===== src/rtl/bcd_conv_sched.sv =====
// bcd_conv_sched: four-requester round-robin scheduler in front of a serial
// binary-to-BCD converter (shift-add-3, one bit per cycle, 16 iterations).
// Handshake: a requester holds req[n] high with a stable binN operand; the
// operand is captured on the grant edge and ack[n] pulses for the following
// cycle. Each result is presented for exactly one cycle with dout_valid high,
// tagged with dout_id. The data outputs hold until the next result.
module bcd_conv_sched #(
   parameter bit SAT_EN = 1'b1
) (
   input  logic        clk,
   input  logic        rst,
   input  logic [3:0]  req,
   input  logic [15:0] bin0,
   input  logic [15:0] bin1,
   input  logic [15:0] bin2,
   input  logic [15:0] bin3,
   output logic [3:0]  ack,
   output logic        busy,
   output logic        dout_valid,
   output logic [1:0]  dout_id,
   output logic [15:0] dout_bcd,
   output logic        dout_ovf
);

   typedef enum logic [1:0] {
      IDLE = 2'd0,
      CONV = 2'd1,
      DONE = 2'd2
   } state_t;

   state_t      state_q;
   logic [1:0]  ptr_q;
   logic [1:0]  gnt_q;
   logic [3:0]  cnt_q;
   logic [19:0] acc_q;
   logic [15:0] opr_q;
   logic [3:0]  ack_q;
   logic        valid_q;
   logic [1:0]  id_q;
   logic [15:0] bcd_q;
   logic        ovf_q;

   logic        arb_hit_d;
   logic [1:0]  arb_idx_d;
   logic [15:0] sel_bin_d;
   logic [19:0] acc_adj_d;
   logic [19:0] acc_d;
   logic [15:0] opr_d;
   logic        res_ovf_d;
   logic [15:0] res_bcd_d;

   // Round-robin search: first requester at or after ptr (mod 4) wins.
   always_comb begin
      logic [1:0] cand;
      arb_hit_d = 1'b0;
      arb_idx_d = ptr_q;
      cand      = ptr_q;
      for (int i = 0; i < 4; i++) begin
         cand = ptr_q + 2'(i);
         if (!arb_hit_d && req[cand]) begin
            arb_hit_d = 1'b1;
            arb_idx_d = cand;
         end
      end
   end

   // Operand of the requester that would be granted this cycle.
   always_comb begin
      case (arb_idx_d)
         2'd0:    sel_bin_d = bin0;
         2'd1:    sel_bin_d = bin1;
         2'd2:    sel_bin_d = bin2;
         default: sel_bin_d = bin3;
      endcase
   end

   // One shift-add-3 step: correct every digit >= 5, then shift the operand
   // MSB into the accumulator. The final-step result feeds the output regs
   // directly so the answer is registered on the 16th iteration edge.
   always_comb begin
      acc_adj_d = acc_q;
      for (int d = 0; d < 5; d++) begin
         if (acc_q[4*d +: 4] >= 4'd5) begin
            acc_adj_d[4*d +: 4] = acc_q[4*d +: 4] + 4'd3;
         end
      end
      acc_d     = {acc_adj_d[18:0], opr_q[15]};
      opr_d     = {opr_q[14:0], 1'b0};
      // Lower four digits are always legal BCD, so only the fifth digit
      // can signal a value above 9999.
      res_ovf_d = |acc_d[19:16];
      res_bcd_d = (SAT_EN && res_ovf_d) ? 16'h9999 : acc_d[15:0];
   end

   // Scheduler/converter FSM with all outputs registered.
   always_ff @(posedge clk or negedge rst) begin
      if (!rst) begin
         state_q <= IDLE;
         ptr_q   <= 2'd0;
         gnt_q   <= 2'd0;
         cnt_q   <= 4'd0;
         acc_q   <= 20'd0;
         opr_q   <= 16'd0;
         ack_q   <= 4'd0;
         valid_q <= 1'b0;
         id_q    <= 2'd0;
         bcd_q   <= 16'd0;
         ovf_q   <= 1'b0;
      end else begin
         ack_q   <= 4'd0;
         valid_q <= 1'b0;
         case (state_q)
            IDLE: begin
               if (arb_hit_d) begin
                  gnt_q   <= arb_idx_d;
                  opr_q   <= sel_bin_d;
                  acc_q   <= 20'd0;
                  cnt_q   <= 4'd0;
                  ack_q   <= 4'b0001 << arb_idx_d;
                  state_q <= CONV;
               end
            end
            CONV: begin
               acc_q <= acc_d;
               opr_q <= opr_d;
               cnt_q <= cnt_q + 4'd1;
               if (cnt_q == 4'd15) begin
                  state_q <= DONE;
                  valid_q <= 1'b1;
                  id_q    <= gnt_q;
                  bcd_q   <= res_bcd_d;
                  ovf_q   <= res_ovf_d;
               end
            end
            DONE: begin
               ptr_q   <= gnt_q + 2'd1;
               state_q <= IDLE;
            end
            default: state_q <= IDLE;
         endcase
      end
   end

   assign ack        = ack_q;
   assign busy       = (state_q != IDLE);
   assign dout_valid = valid_q;
   assign dout_id    = id_q;
   assign dout_bcd   = bcd_q;
   assign dout_ovf   = ovf_q;

endmodule


===== config.mk =====
export PLATFORM = sky130hd
export DESIGN_NAME = bcd_conv_sched
export DESIGN_NICKNAME = d
export VERILOG_FILES = /design/src/rtl/bcd_conv_sched.sv
export SDC_FILE = /design/constraint.sdc
export NUM_CORES = 1
export LEC_CHECK = 0
export CAP_MARGIN = 20
export CORE_UTILIZATION = 30
export DETAILED_ROUTE_END_ITERATION = 10
export PLACE_DENSITY = 0.65
export SYNTH_ARGS = -nofsm -noshare
export SYNTH_HDL_FRONTEND = slang
export SYNTH_SLANG_ARGS = --single-unit

===== constraint.sdc =====
create_clock -name clk -period 2.2 [get_ports clk]
set_clock_uncertainty 0.2 [all_clocks]
set_input_delay 0.44 -clock clk [delete_from_list [all_inputs] [get_ports clk]]
set_output_delay 0.44 -clock clk [all_outputs]
set_load 0.02 [all_outputs]

==> results.json <==
{
  "cts_buffer_depth": 2,
  "mappedNetlistArea_mm2": 0.00363,
  "use_met3": 0.0270,
  "ys_warn_count": 0,
  "final_common_cell": "clkdlybuf4s50_1",
  "grt_use_met1": 0.188,
  "dr.pass1.iters": 7,
  "power_density_mw_per_mm2": 1280,
  "first_global_vias": 3377,
  "synthFlopType": "dfrtp_1",
  "placed_cells": 609,
  "critPathKind": "in -> reg",
  "dieArea_mm2": 0.0125,
  "maxCapViolCount": 0,
  "grt.overflow.total": 0,
  "row_count": 39,
  "clk_latency_ns": 0.32,
  "grt_max_degree": 71,
  "arrival_ns": 2.17,
  "hold_slack_ns": 0.278,
  "cp_max_fo": 9,
  "root_buffer": "clkbuf_16",
  "fmax_ghz": 0.459,
  "dp_hpwl_um": 6670,
  "hp-class": "reg -> reg",
  "wl_per_cell_um": 15.3,
  "pwr-share-seq": 0.327,
  "avgSynthCellArea_um2": 9.92,
  "cts_made_buffers": 9,
  "portBuffers": 94,
  "globalplace.congestion": 0.774,
  "grt_use_total": 0.157,
  "layout.cells.non_filler": 629,
  "drive_above_1_share": 0.138,
  "wl_um": 9610,
  "cts.sinks": 70,
  "die_h_um": 112,
  "p_comb_frac": 0.470,
  "clkPwrFrac": 0.203,
  "htreeDepth": 3,
  "internal_power_w": 0.00431,
  "synthDistinctLibCells": 43,
  "ir_drop_uv": 457,
  "period_needed_ns": 2.18,
  "async_flop_share": 1.00,
  "swShare": 0.373,
  "setup_tns_ns": 0,
  "outcome": "complete, but fails checks",
  "die_w_um": 112,
  "yosysSeqAreaShare": 0.482,
  "violations": "design-rule violations",
  "diodes": 0,
  "cts_tree": "built",
  "path_clk_slew_ns": 0.06,
  "first_iter_violations": 172,
  "syn2layout_area_growth_pct": 47.8,
  "start_util": 0.313,
  "slew_headroom": 0.749,
  "avgViaCountPerCell": 5.13,
  "finalHoldViolCount": 0,
  "cp.required_ns": 2.19,
  "dr_total_vias": 3224,
  "grt_pass1_wl_um": 15900,
  "synthCells": 366,
  "synth_edf_count": 0,
  "io_pins": 95,
  "route.detailed.drc": 5,
  "grt_busiest_layer": "met2",
  "fin_crit_sh": 0.991,
  "ys_seq_elements": 70,
  "drtAntennaViolNets": 0,
  "leakagePower_nw": 2.33,
  "drv_slew": 0,
  "core_area_mm2": 0.0116,
  "p_switching_w": 0.00257,
  "finalSetupViolations": 0,
  "most-common-layout-cells": "clkdlybuf4s50_1, dfrtp_1, o21ai_0, nand2_1, mux2i_1",
  "crit_path_end_kind": "flop",
  "synth_nets": 447,
  "startpoint_type": "input port",
  "fill_cells": 1095,
  "fin_nets": 563,
  "worst_pin_slew_ns": 0.377,
  "antenna_found_initial": 0,
  "grtUsageMet2": 0.278
}
## worst max-delay path, cell delays in order
cell and delay, ns:
clkdlybuf4s50_1 0.47, nor2_1 0.05, a21o_1 0.22, o32ai_4 0.30, buf_12 0.16, clkbuf_16 0.16
mux2i_1 0.22, o221ai_1 0.14
## power by group through the flow
stage          registers (W)  clock network [W]  logic, W
3_5_place_dp         0.00225                  0   0.00304
4_1_cts              0.00224            0.00143   0.00306
5_1_grt              0.00232            0.00149   0.00362
6_report             0.00225            0.00140   0.00324
2_1_floorplan        0.00231                  0   0.00187
3_3_place_gp         0.00223                  0   0.00291
## cell type report
class / count / area, um^2 / area share
multi-input combinational: 262 / 1780 / 0.332
sequential: 70 / 1750 / 0.326
timing repair buffer: 126 / 1320 / 0.246
clock buffer: 9 / 225 / 0.0420
tap: 143 / 179 / 0.0333
clock inverter: 6 / 63.8 / 0.0119
inverter: 13 / 48.8 / 0.00910
## what timing repair did
item / 4_1_cts / 5_1_grt
pin swaps: 0 / 5
cloned: 0 / 2
resized for setup: 4 / 10
setup endpoints to repair: 17 / 34
buffers inserted: 0 / 2
hold buffers: 1 / 0
endpoints found under the hold margin: 70 / 0
## sequential cells by signal (all words and copies together) (netlist names)
signal      flops
acc_q          20
ack             4
cnt_q           4
dout_bcd       16
dout_id         2
dout_ovf        1
dout_valid      1
gnt_q           2
opr_q          16
ptr_q           2
state_q         2
## stage by stage
| stage | total power (W) | worst slack (ns) | utilization | cell area, um^2 |
|---|---|---|---|---|
| after floorplan | 0.00418 | 0.233 | - | 3630 |
| after global placement | 0.00514 | -0.311 | 0.425 | 4940 |
| after detailed placement | 0.00529 | -0.389 | 0.425 | 4940 |
| after CTS | 0.00673 | 0.0104 | 0.452 | 5250 |
| after global routing | 0.00743 | -0.0245 | 0.462 | 5370 |
| final | 0.00689 | 0.0202 | 0.462 | 5370 |
## cell families (layout without fill, tap and decap cells)
family,Yosys count,after routing,share of synthesized area
and+or+nand+nor,106,106,0.139
AOI/OAI and AO/OA,104,104,0.181
DFF,70,70,0.482
muxes,35,35,0.0979
buffers and inverters,34,154,0.0469
adders and majority gates,11,11,0.0379
xor gates and xnor gates,6,6,0.0145
## worst paths after layout
| path | start | endpoint | slack [ns] | cells past startpoint |
|---|---|---|---|---|
| worst max-delay path | req[0] | opr_q[4] | 0.02 | 8 |
| worst min-delay path | dout_bcd[9] | dout_bcd[9] | 0.28 | 2 |
| worst max register to register | acc_q[16] | dout_bcd[2] | 0.12 | 8 |
| worst min register to register | dout_bcd[9] | dout_bcd[9] | 0.28 | 2 |
| max in group asynchronous | rst | opr_q[0] | 1.03 | 3 |
| min in group asynchronous | rst | acc_q[13] | 0.48 | 3 |
## cells in the mapped netlist, drive strengths merged (11+ instances only)
master  number  area, um^2
a22oi       15         113
mux2i       31         310
a21oi       14        70.1
ha          11         138
nand2       35         131
clkbuf      12        45.0
inv         13        48.8
dfrtp       70        1750
nor2        22        82.6
o21ai       43         215
nand3       17        85.1
o221ai      15         131
## metal layers
metal | wire (um) | vias up
li1 | - | 1561
met1 | 4120 | 1581
met2 | 4950 | 69
met3 | 391 | 13
met4 | 141 | 0
met5 | 0 | -
No activity file was read; power rests on OpenSTA's default activity.
